File: src/rtl/game_pkg.sv
// Shared defaults and types for the score keeper datapath.
package game_pkg;
  localparam int N_ENEMY_DEF    = 8;
  localparam int SCORE_W_DEF    = 14;
  localparam int SCORE_MAX_DEF  = 9999;
  localparam int BCD_DIGITS_DEF = 4;

  typedef enum logic [1:0] {IDLE, SHIFT, DONE} bcd_state_e;
endpackage

File: src/rtl/score_bin2bcd.sv
// Iterative binary-to-packed-BCD converter (shift-add-3), one bit per cycle.
module score_bin2bcd
  import game_pkg::*;
#(
  parameter int W      = SCORE_W_DEF,
  parameter int DIGITS = BCD_DIGITS_DEF
) (
  input  logic                clk,
  input  logic                rst,
  input  logic                start,
  input  logic [W-1:0]        value,
  output logic                idle,
  output logic                done,
  output logic [4*DIGITS-1:0] bcd
);
  localparam int CW = $clog2(W + 1);

  bcd_state_e              state;
  logic [W-1:0]            bin_sr;
  logic [4*DIGITS-1:0]     dig;
  logic [CW-1:0]           cnt;
  logic [4*DIGITS+W-1:0]   sh;

  function automatic logic [4*DIGITS-1:0] add3(input logic [4*DIGITS-1:0] d);
    logic [4*DIGITS-1:0] r;
    r = d;
    for (int i = 0; i < DIGITS; i++)
      if (d[4*i +: 4] >= 4'd5) r[4*i +: 4] = d[4*i +: 4] + 4'd3;
    return r;
  endfunction

  assign sh   = {add3(dig), bin_sr};
  assign idle = (state == IDLE);
  assign done = (state == DONE);

  always_ff @(posedge clk) begin
    if (rst) begin
      state  <= IDLE;
      bin_sr <= '0;
      dig    <= '0;
      cnt    <= '0;
      bcd    <= '0;
    end else begin
      case (state)
        IDLE: if (start) begin
          bin_sr <= value;
          dig    <= '0;
          cnt    <= CW'(W - 1);
          state  <= SHIFT;
        end
        SHIFT: begin
          {dig, bin_sr} <= {sh[4*DIGITS+W-2:0], 1'b0};
          cnt           <= cnt - 1'b1;
          if (cnt == '0) state <= DONE;
        end
        DONE: begin
          bcd   <= dig;
          state <= IDLE;
        end
        default: state <= IDLE;
      endcase
    end
  end
endmodule

File: src/rtl/score_keeper.sv
// Kill-edge score accumulator with wave bonus, saturation, high score and BCD readout.
module score_keeper
  import game_pkg::*;
#(
  parameter int N_ENEMY      = N_ENEMY_DEF,
  parameter int SCORE_W      = SCORE_W_DEF,
  parameter int SCORE_MAX    = SCORE_MAX_DEF,
  parameter int PTS_PER_KILL = 10,
  parameter int CLEAR_BONUS  = 50,
  parameter int BCD_DIGITS   = BCD_DIGITS_DEF
) (
  input  logic                    clk,
  input  logic                    rst,
  input  logic                    game_start,
  input  logic [N_ENEMY-1:0]      enemy_killed,
  output logic [SCORE_W-1:0]      score,
  output logic [SCORE_W-1:0]      high_score,
  output logic                    new_high,
  output logic                    all_clear,
  output logic [4*BCD_DIGITS-1:0] score_bcd,
  output logic                    bcd_valid
);
  localparam int PW = $clog2(N_ENEMY + 1);

  function automatic logic [PW-1:0] popcount(input logic [N_ENEMY-1:0] v);
    logic [PW-1:0] c;
    c = '0;
    for (int i = 0; i < N_ENEMY; i++) c = c + PW'(v[i]);
    return c;
  endfunction

  logic [N_ENEMY-1:0] killed_q, new_kill;
  logic               wave, score_chg, dirty, cvt_idle, cvt_done, cvt_start;
  logic [SCORE_W:0]   delta, sum;
  logic [SCORE_W-1:0] score_nxt;

  assign new_kill = enemy_killed & ~killed_q;
  assign wave     = (&enemy_killed) & ~(&killed_q);
  assign delta    = (SCORE_W+1)'(int'(popcount(new_kill)) * PTS_PER_KILL +
                                 (wave ? CLEAR_BONUS : 0));
  assign sum      = {1'b0, score} + delta;

  always_comb begin
    score_nxt = sum[SCORE_W-1:0];
    if (game_start)
      score_nxt = '0;
    else if (sum > (SCORE_W+1)'(SCORE_MAX))
      score_nxt = SCORE_W'(SCORE_MAX);
  end

  assign score_chg = (score_nxt != score);
  assign cvt_start = dirty & cvt_idle;

  always_ff @(posedge clk) begin
    if (rst) begin
      score      <= '0;
      high_score <= '0;
      killed_q   <= '0;
      new_high   <= 1'b0;
      all_clear  <= 1'b0;
      dirty      <= 1'b0;
      bcd_valid  <= 1'b1;
    end else begin
      killed_q  <= enemy_killed;
      score     <= score_nxt;
      all_clear <= wave & ~game_start;
      if (score > high_score) high_score <= score;
      if (game_start)                new_high <= 1'b0;
      else if (score > high_score)   new_high <= 1'b1;
      // A change during conversion re-arms dirty so the final value is always converted.
      if (score_chg)      dirty <= 1'b1;
      else if (cvt_start) dirty <= 1'b0;
      if (score_chg)                bcd_valid <= 1'b0;
      else if (cvt_done && !dirty)  bcd_valid <= 1'b1;
    end
  end

  score_bin2bcd #(.W(SCORE_W), .DIGITS(BCD_DIGITS)) u_bcd (
    .clk   (clk),
    .rst   (rst),
    .start (cvt_start),
    .value (score),
    .idle  (cvt_idle),
    .done  (cvt_done),
    .bcd   (score_bcd)
  );
endmodule

File: config.mk
export PLATFORM = sky130hd
export DESIGN_NAME = score_keeper
export DESIGN_NICKNAME = d
export VERILOG_FILES = /design/src/rtl/game_pkg.sv /design/src/rtl/score_bin2bcd.sv /design/src/rtl/score_keeper.sv
export SDC_FILE = /design/constraint.sdc
export NUM_CORES = 1
export LEC_CHECK = 0
export ABC_AREA = 1
export BUFFER_PORTS_ARGS = -buffer_cell sky130_fd_sc_hd__buf_2
export CAP_MARGIN = 20
export CORE_MARGIN = 2
export CORE_UTILIZATION = 25
export CTS_BUF_LIST = sky130_fd_sc_hd__clkbuf_4 sky130_fd_sc_hd__clkbuf_8 sky130_fd_sc_hd__clkbuf_16
export CTS_CLUSTER_SIZE = 30
export DETAILED_ROUTE_END_ITERATION = 12
export GPL_TIMING_DRIVEN = 0
export PLACE_DENSITY = 0.38
export SETUP_SLACK_MARGIN = 0.15
export SLEW_MARGIN = 10
export SYNTH_ARGS = -nofsm -noshare
export SYNTH_HDL_FRONTEND = slang
export SYNTH_HIERARCHICAL = 1
export SYNTH_SLANG_ARGS = --single-unit
File: constraint.sdc
create_clock -name clk -period 15.4 [get_ports clk]
set_clock_uncertainty 0.15 [all_clocks]
set_input_delay 3.08 -clock clk [delete_from_list [all_inputs] [get_ports clk]]
set_output_delay 3.08 -clock clk [all_outputs]
set_load 0.01 [all_outputs]
== After elaboration in Yosys (flattened, before gate mapping) ==
Index checks and enable logic that the tools add are counted.

* Bits of input ports: 11
* Flip-flop bits (word level): 92
* Output and inout bits: 47
* Logic and storage cells: 77

* Mux-type cells: 20
* Magnitude comparators: 6
* Reduce and logical (&&, ||, !) cells: 12
* $mul: 1
* Add/sub/neg operators: 14
* Bitwise logic cells: 7
* Eq/ne operators: 5

{| class="wikitable"
|+ Operators with widths
! operator !! number
|-
| 2-to-1 mux 14 bit || 3
|-
| one-hot mux 16 bit (2 select lines) || 1
|-
| one-hot mux 14 bit (2 select lines) || 1
|-
| adder 4 x 1 -> 4 bit || 4
|-
| greater-or-equal comparator 4 x 3 -> 1 bit, second input constant || 4
|-
| 2-to-1 mux 16 bit || 1
|-
| 2-to-1 mux 4 bit || 4
|-
| AND reduction 8 bit || 2
|-
| adder 14 x 9 -> 15 bit || 1
|-
| > comparator 15 x 14 -> 1 bit, second input constant || 1
|-
| > comparator 14 bit || 1
|-
| != test 14 bit || 1
|-
| adder 4 x 2 -> 4 bit, second input constant || 3
|-
| adder 8 x 6 -> 9 bit || 1
|-
| AND 8 bit || 1
|-
| NOT 8 bit || 1
|-
| one-hot mux 4 bit (2 select lines) || 1
|-
| multiplier 4 x 3 -> 7 bit, second input constant || 1
|-
| 2-to-1 mux 6 bit || 1
|-
| nonzero test 2 bit || 3
|-
| adder 3 x 1 -> 4 bit || 1
|-
| zero test 4 bit || 1
|-
| 2-to-1 mux 1 bit || 4
|-
| 2-to-1 mux 2 bit || 2
|-
| 16 further kinds || 21
|}

== Longest topological paths before layout ==
* Depth in word-level cells: 17
* Gate-level depth with buffers: 37

== Cells and area by module ==
Netlist, hierarchy kept.

{| class="wikitable"
|+ By module, submodules not included
! module !! cells each !! area an instance (um2) !! times used !! sequential area each (um2)
|-
| score_keeper || 433 || 3,014.1 || 1 || 800.8
|-
| score_bin2bcd || 327 || 2,394.8 || 1 || 1,041.0
|}

== Worst setup path before layout ==
Ideal clock, no wire load.

* Kind: input-to-reg
* From: in enemy_killed[0]
* To: reg dirty
* Buffers on the path: 1
* Library setup time: 128 ps
* Data required time: 15,122 ps
* Arrival time: 8,666 ps
* Slack: 6,456 ps
* Stages on the path: 32
* Cells stage by stage: inv_1 -> nor2_1 -> fa_1 -> inv_1 -> fa_1 -> inv_1 -> fa_1 -> ha_1 -> fa_1 -> xor2_1 -> ha_1 -> ha_1 -> fa_1 -> fa_1 -> ha_1 -> inv_1 -> nand2_1 -> nand2_1 -> nor2_1 -> nor2_1 -> nand3_1 -> nor2_2 -> nand2_2 -> nand2_4 -> buf_12 -> nand4_2 -> nand2_1 -> nand3_2 -> nor2_2 -> nand3_2 -> nor2_1 -> nor2_1

* Longest elaborated chain between the ends: 16
* Elaborated cells between the ends (all ways): 20
* Classes of those cells: add/sub (9); mul (1); order compare (1); eq/ne (1); mux (4); bitwise (2); reduce/logical (2)

{| class="wikitable"
|+ RTL lines
! element !! line !! source
|-
| start: declaration || score_keeper.sv:15 || <nowiki>input logic [N_ENEMY-1:0] enemy_killed,</nowiki>
|-
| AND 8 bit || score_keeper.sv:37 || <nowiki>assign new_kill = enemy_killed & ~killed_q;</nowiki>
|-
| adder 1 x 1 -> 2 bit || score_keeper.sv:28 || <nowiki>for (int i = 0; i < N_ENEMY; i++) c = c + PW'(v[i]);</nowiki>
|-
| adder 2 x 1 -> 3 bit || score_keeper.sv:28 ||
|-
| adder 3 x 1 -> 4 bit || score_keeper.sv:28 ||
|-
| adder 4 x 1 -> 4 bit (4 in a row) || score_keeper.sv:28 ||
|-
| multiplier 4 x 3 -> 7 bit || score_keeper.sv:39 || <nowiki>assign delta = (SCORE_W+1)'(int'(popcount(new_kill)) * PTS_PER_KILL +</nowiki>
|-
| adder 8 x 6 -> 9 bit (*) || score_keeper.sv:39 ||
|-
| adder 14 x 9 -> 15 bit (*) || score_keeper.sv:41 || <nowiki>assign sum = {1'b0, score} + delta;</nowiki>
|-
| > comparator 15 x 14 -> 1 bit || score_keeper.sv:47 || <nowiki>else if (sum > (SCORE_W+1)'(SCORE_MAX))</nowiki>
|-
| 2-to-1 mux 14 bit (*) || score_keeper.sv:47 ||
|-
| 2-to-1 mux 14 bit (*) || score_keeper.sv:45 || <nowiki>if (game_start)</nowiki>
|-
| != test 14 bit (*) || score_keeper.sv:51 || <nowiki>assign score_chg = (score_nxt != score);</nowiki>
|-
| 2-to-1 mux 1 bit or nonzero test 2 bit (tied branches) || n/a ||
|-
| end signal: assignment || score_keeper.sv:61 || <nowiki>dirty <= 1'b0;</nowiki>
|-
| end signal: assignment || score_keeper.sv:71 || <nowiki>if (score_chg) dirty <= 1'b1;</nowiki>
|-
| end signal: assignment || score_keeper.sv:72 || <nowiki>else if (cvt_start) dirty <= 1'b0;</nowiki>
|-
| end: declaration || score_keeper.sv:33 || <nowiki>logic wave, score_chg, dirty, cvt_idle, cvt_done, cvt_start;</nowiki>
|}

Every way passes the cells marked *; elsewhere a longest branch is shown, timed or not.
A chain may end at the register's enable or synchronous reset.

== Final worst setup path ==
Same ends and word-level chain as after synthesis.

==> results.md <==
* Mean instance size in the synthesized netlist at ~7.1 um2
* Clk slew on worst S/H paths at roughly 70 ps
* Number of max-capacitance violations reported at 0
* Peak Freq at roughly 110 MHz
* Total gr overflow at 0
* Terminus of the critical flop-to-flop path: dirty$_SDFFE_PP0P_
* Die width at between 150 and 200 um
* Number of nets in the layout at approximately 900
* Highest-count cells in the layout ignoring fill and taps: sky130_fd_sc_hd__nand2_1, sky130_fd_sc_hd__inv_1, sky130_fd_sc_hd__dfxtp_1, sky130_fd_sc_hd__nor2_1, sky130_fd_sc_hd__a21oi_1
* Worst setup startpoint: enemy_killed[0]
* Initial antenna violation count at 0
* Part of the Yosys area used for sequential elements at roughly a third
* Internal power at 562 uW
* Setup crit end kind: flop
* Relative slew margins at roughly 60%
* Worst R2R Setup Slack at between 8000 and 9000 ps
* Fill cell instance count of the final layout at ~2300
* H-tree depth at 3
* Number of vias per cell after detailed routing at around 4.4
* Initial cell density of the core at approximately a quarter
* Cells after synthesis at 760
* Worst setup slack before clock tree synthesis at roughly 5700 ps
* Detail Placement HPWL at around 12000 um
* Part of the total power dissipated in sequential elements at between 30% and 40%
* Hold Crit Class: flop to flop
* Finished layout cell area at between 6000 and 7000 um2
* Main combinational cell family by area after synthesis: simple AND/OR/NAND/NOR gates
* Worst Path Arrival at roughly 9400 ps
* GRT Util Overall at 14.4%
* Total Negative Setup Slacks at 0 ps
* Std cell rows at between 50 and 60
* P_sw at 447 uW
* Transition time of the tightest slew-check pin at 596 ps
* Fraction of the mapped netlist area in adder cells at 12.8%
* Post-synth net total at around 820
* Routed WL at ~16000 um
* Number of hold violations in the final report at 0
* Clock network power share at about 22%
* Cts bufs inserted at 9
* RSZ-0062 raised after global routing: false
* Final max-slew violation count at 0
* Routability congestion estimate from global placement at roughly 0.8
* Maximum cell stage delay along the critical path at between 500 and 600 ps
* DP Area at 6040 um2
* Count of final setup violators at 0
* Ratio of final minimum period to clock period at 60.2%
* Element type at the critical path start: input pin
* Die height at 151 um
* Hold buffers post-CTS at 0
* Standard cell core area at between 20000 and 25000 um2
* Synth Area in Compound Gates at 12.6%
* Synthesized flop and latch total at 92
* Global-route wire length before repair at roughly 25000 um
* Startpoint of the worst-slack reg-to-reg timing path: killed_q[0]$_SDFF_PP0_
* Most frequent standard cell in the layout excluding fill and tap cells: sky130_fd_sc_hd__nand2_1
* DR iter-0 viols at ~250
* Area growth, synth to finish at 17.0%
* Simple-gate share of the synthesized area at 29.5%
* Status: completed
* Post-synthesis instance area at around 5400 um2
* Required time of the critical path at about 15000 ps
* CTS Buffer Depth at 2
* Proportion of layout cells with a drive suffix above 1 at between 15 and 20%
* Via count of the first global-routing pass at around 4700
* Total via count after detailed routing at slightly below 5000
* Sink Count at 92
* Power per cell area at approximately 160 nW/um2
* Num ports at 58
* Shortest clock period the worst path allows after layout at slightly above 9000 ps
* Xor and xnor fraction of the mapped netlist area at less than 1%
* Fraction of power spent switching nets at between 40% and 50%
* Post-route ant nets at 0
* Root buffer cell: sky130_fd_sc_hd__clkbuf_16
* Worst setup path endpoint: dirty$_SDFFE_PP0P_
* First-pass iteration count of the detailed router at 4
* TritonCTS clock tree: yes
* Max FO, Critical Path at 10
* Multiplexer area fraction after synthesis at 0%
* Category of the most critical setup path: input pin to flop
* Total inserted antenna cells at 0
* Number of buffers inserted by post-CTS setup repair at 0
* Post-synth cell types at 42
* Worst Reg2Reg Path Length in Cells at 33
* Leakage dissipation at 3.05 nW
* Count of yosys warnings during synthesis at 6
* Routed WL per cell at roughly 14 um
* Worst voltage drop across the vdd grid at just over 0.07 mV
* Critical-path top delay cell: sky130_fd_sc_hd__fa_1
* Fin worst setup slack at 6120 ps
* Die footprint at 22800 um2
* Logic gate share of total power at a little under half
* # DRC at 0
* Number of buffer cells added on primary ports at between 50 and 60
* Number of gates resized after CTS at 0
* Clock network latency to the later pin of the worst-skew pair at 350 ps
* Pin count of the biggest net entering global routing at 17
## cells by family after synthesis
kind of cell | Yosys count
XOR/XNOR | 3
AND/OR/NAND/NOR | 353
AO/OA/AOI/OAI | 126
flip-flops | 92
adder cells (fa/ha/maj) | 50
buffers and inverters | 136
## power groups by stage
stage / registers, mW / clock network (mW) / logic (mW)
2_1_floorplan: 0.312 / 0 / 0.348
3_3_place_gp: 0.315 / 0 / 0.488
3_5_place_dp: 0.315 / 0 / 0.487
4_1_cts: 0.310 / 0.226 / 0.490
5_1_grt: 0.314 / 0.235 / 0.557
6_report: 0.308 / 0.218 / 0.483
## per-stage QoR
step | cells | utilization [%] | hold WS (ps) | total power, mW
after detailed placement | 1092 | 28.5 | 304 | 0.802
after global placement | 1092 | 28.5 | 302 | 0.804
after global routing | 1108 | 29.9 | 336 | 1.11
after floorplan | 760 | - | 273 | 0.660
final | 1108 | 29.9 | 316 | 1.01
after CTS | 1108 | 29.9 | 319 | 1.03
## worst max-delay path, delay by kind of cell
family	cells	cell delay [ps]
buffers and inverters	6	560
XOR/XNOR	1	340
AND/OR/NAND/NOR	18	1550
adder cells (fa/ha/maj)	10	3780
## metal layers
layer  wire (um)  up-vias  global-route usage [%]
met3         449       14                    2.23
met5           0        -                       0
met1        7940     2179                    19.8
li1            -     2582                       -
met4         228        0                    4.53
met2        7020       55                    23.0
## cell usage after synthesis
cell / count / area share, %
sky130_fd_sc_hd__a211oi_1: 1 / 0.14
sky130_fd_sc_hd__a21o_1: 1 / 0.14
sky130_fd_sc_hd__a21oi_1: 66 / 6.1
sky130_fd_sc_hd__a21oi_2: 1 / 0.16
sky130_fd_sc_hd__a31oi_1: 3 / 0.35
sky130_fd_sc_hd__buf_12: 1 / 0.37
sky130_fd_sc_hd__buf_2: 5 / 0.46
sky130_fd_sc_hd__buf_4: 4 / 0.56
sky130_fd_sc_hd__buf_6: 3 / 0.62
sky130_fd_sc_hd__clkbuf_1: 8 / 0.56
sky130_fd_sc_hd__clkinv_2: 1 / 0.092
sky130_fd_sc_hd__dfxtp_1: 92 / 34
sky130_fd_sc_hd__fa_1: 9 / 3.3
sky130_fd_sc_hd__ha_1: 41 / 9.5
sky130_fd_sc_hd__inv_1: 108 / 7.5
sky130_fd_sc_hd__inv_2: 6 / 0.42
sky130_fd_sc_hd__nand2_1: 170 / 12
sky130_fd_sc_hd__nand2_2: 6 / 0.69
sky130_fd_sc_hd__nand2_4: 6 / 1.2
sky130_fd_sc_hd__nand3_1: 44 / 4.1
sky130_fd_sc_hd__nand3_2: 8 / 1.5
sky130_fd_sc_hd__nand3b_1: 1 / 0.14
sky130_fd_sc_hd__nand4_1: 17 / 2.0
sky130_fd_sc_hd__nand4_2: 1 / 0.23
sky130_fd_sc_hd__nor2_1: 83 / 5.8
sky130_fd_sc_hd__nor2_2: 7 / 0.81
sky130_fd_sc_hd__nor2_4: 2 / 0.42
sky130_fd_sc_hd__nor3_1: 2 / 0.19
sky130_fd_sc_hd__nor3b_1: 1 / 0.14
sky130_fd_sc_hd__nor4_1: 2 / 0.23
sky130_fd_sc_hd__o2111ai_1: 1 / 0.16
sky130_fd_sc_hd__o211ai_1: 7 / 0.97
sky130_fd_sc_hd__o21a_1: 1 / 0.14
sky130_fd_sc_hd__o21ai_0: 40 / 3.7
sky130_fd_sc_hd__o21ai_2: 1 / 0.16
sky130_fd_sc_hd__o21bai_1: 2 / 0.28
sky130_fd_sc_hd__o22ai_1: 1 / 0.12
sky130_fd_sc_hd__o31ai_1: 1 / 0.14
sky130_fd_sc_hd__or2_1: 1 / 0.12
sky130_fd_sc_hd__or2_2: 2 / 0.23
sky130_fd_sc_hd__xnor2_1: 2 / 0.32
sky130_fd_sc_hd__xor2_1: 1 / 0.16
## worst min-delay path by stage
stage	depth (start not counted)	endpoint	from
2_1_floorplan	2	u_bcd/dig[0]$_SDFFE_PP0P_	u_bcd/bin_sr[13]$_SDFFE_PP0P_
3_3_place_gp	2	new_high$_SDFFE_PP0N_	new_high$_SDFFE_PP0N_
3_5_place_dp	2	u_bcd/bin_sr[5]$_SDFFE_PP0P_	u_bcd/bin_sr[5]$_SDFFE_PP0P_
4_1_cts	2	u_bcd/dig[13]$_SDFFE_PP0P_	u_bcd/dig[13]$_SDFFE_PP0P_
5_1_grt	2	u_bcd/bin_sr[11]$_SDFFE_PP0P_	u_bcd/bin_sr[11]$_SDFFE_PP0P_
6_report	2	u_bcd/dig[15]$_SDFFE_PP0P_	u_bcd/dig[15]$_SDFFE_PP0P_
## layout make-up
cell class                 instances  area, um2  area share [%]
buffer                            21        139            2.20
clock buffer                      10        239            3.78
clock inverter                     6       48.8           0.771
inverter                         115        433            6.84
multi-input combinational        532       3000            47.3
sequential                        92       1840            29.1
tap                              275        344            5.44
timing repair buffer              57        285            4.51
## registers in the layout, summed over array words and instances (netlist names)
| name | flops |
|---|---|
| all_clear | 1 |
| u_bcd/bcd | 16 |
| u_bcd/dig | 16 |
| u_bcd/state | 2 |
| high_score | 14 |
| killed_q | 8 |
| dirty | 1 |
| u_bcd/cnt | 4 |
| u_bcd/bin_sr | 14 |
| score | 14 |
| new_high | 1 |
| bcd_valid | 1 |
No activity file was read; power rests on OpenSTA's default activity.
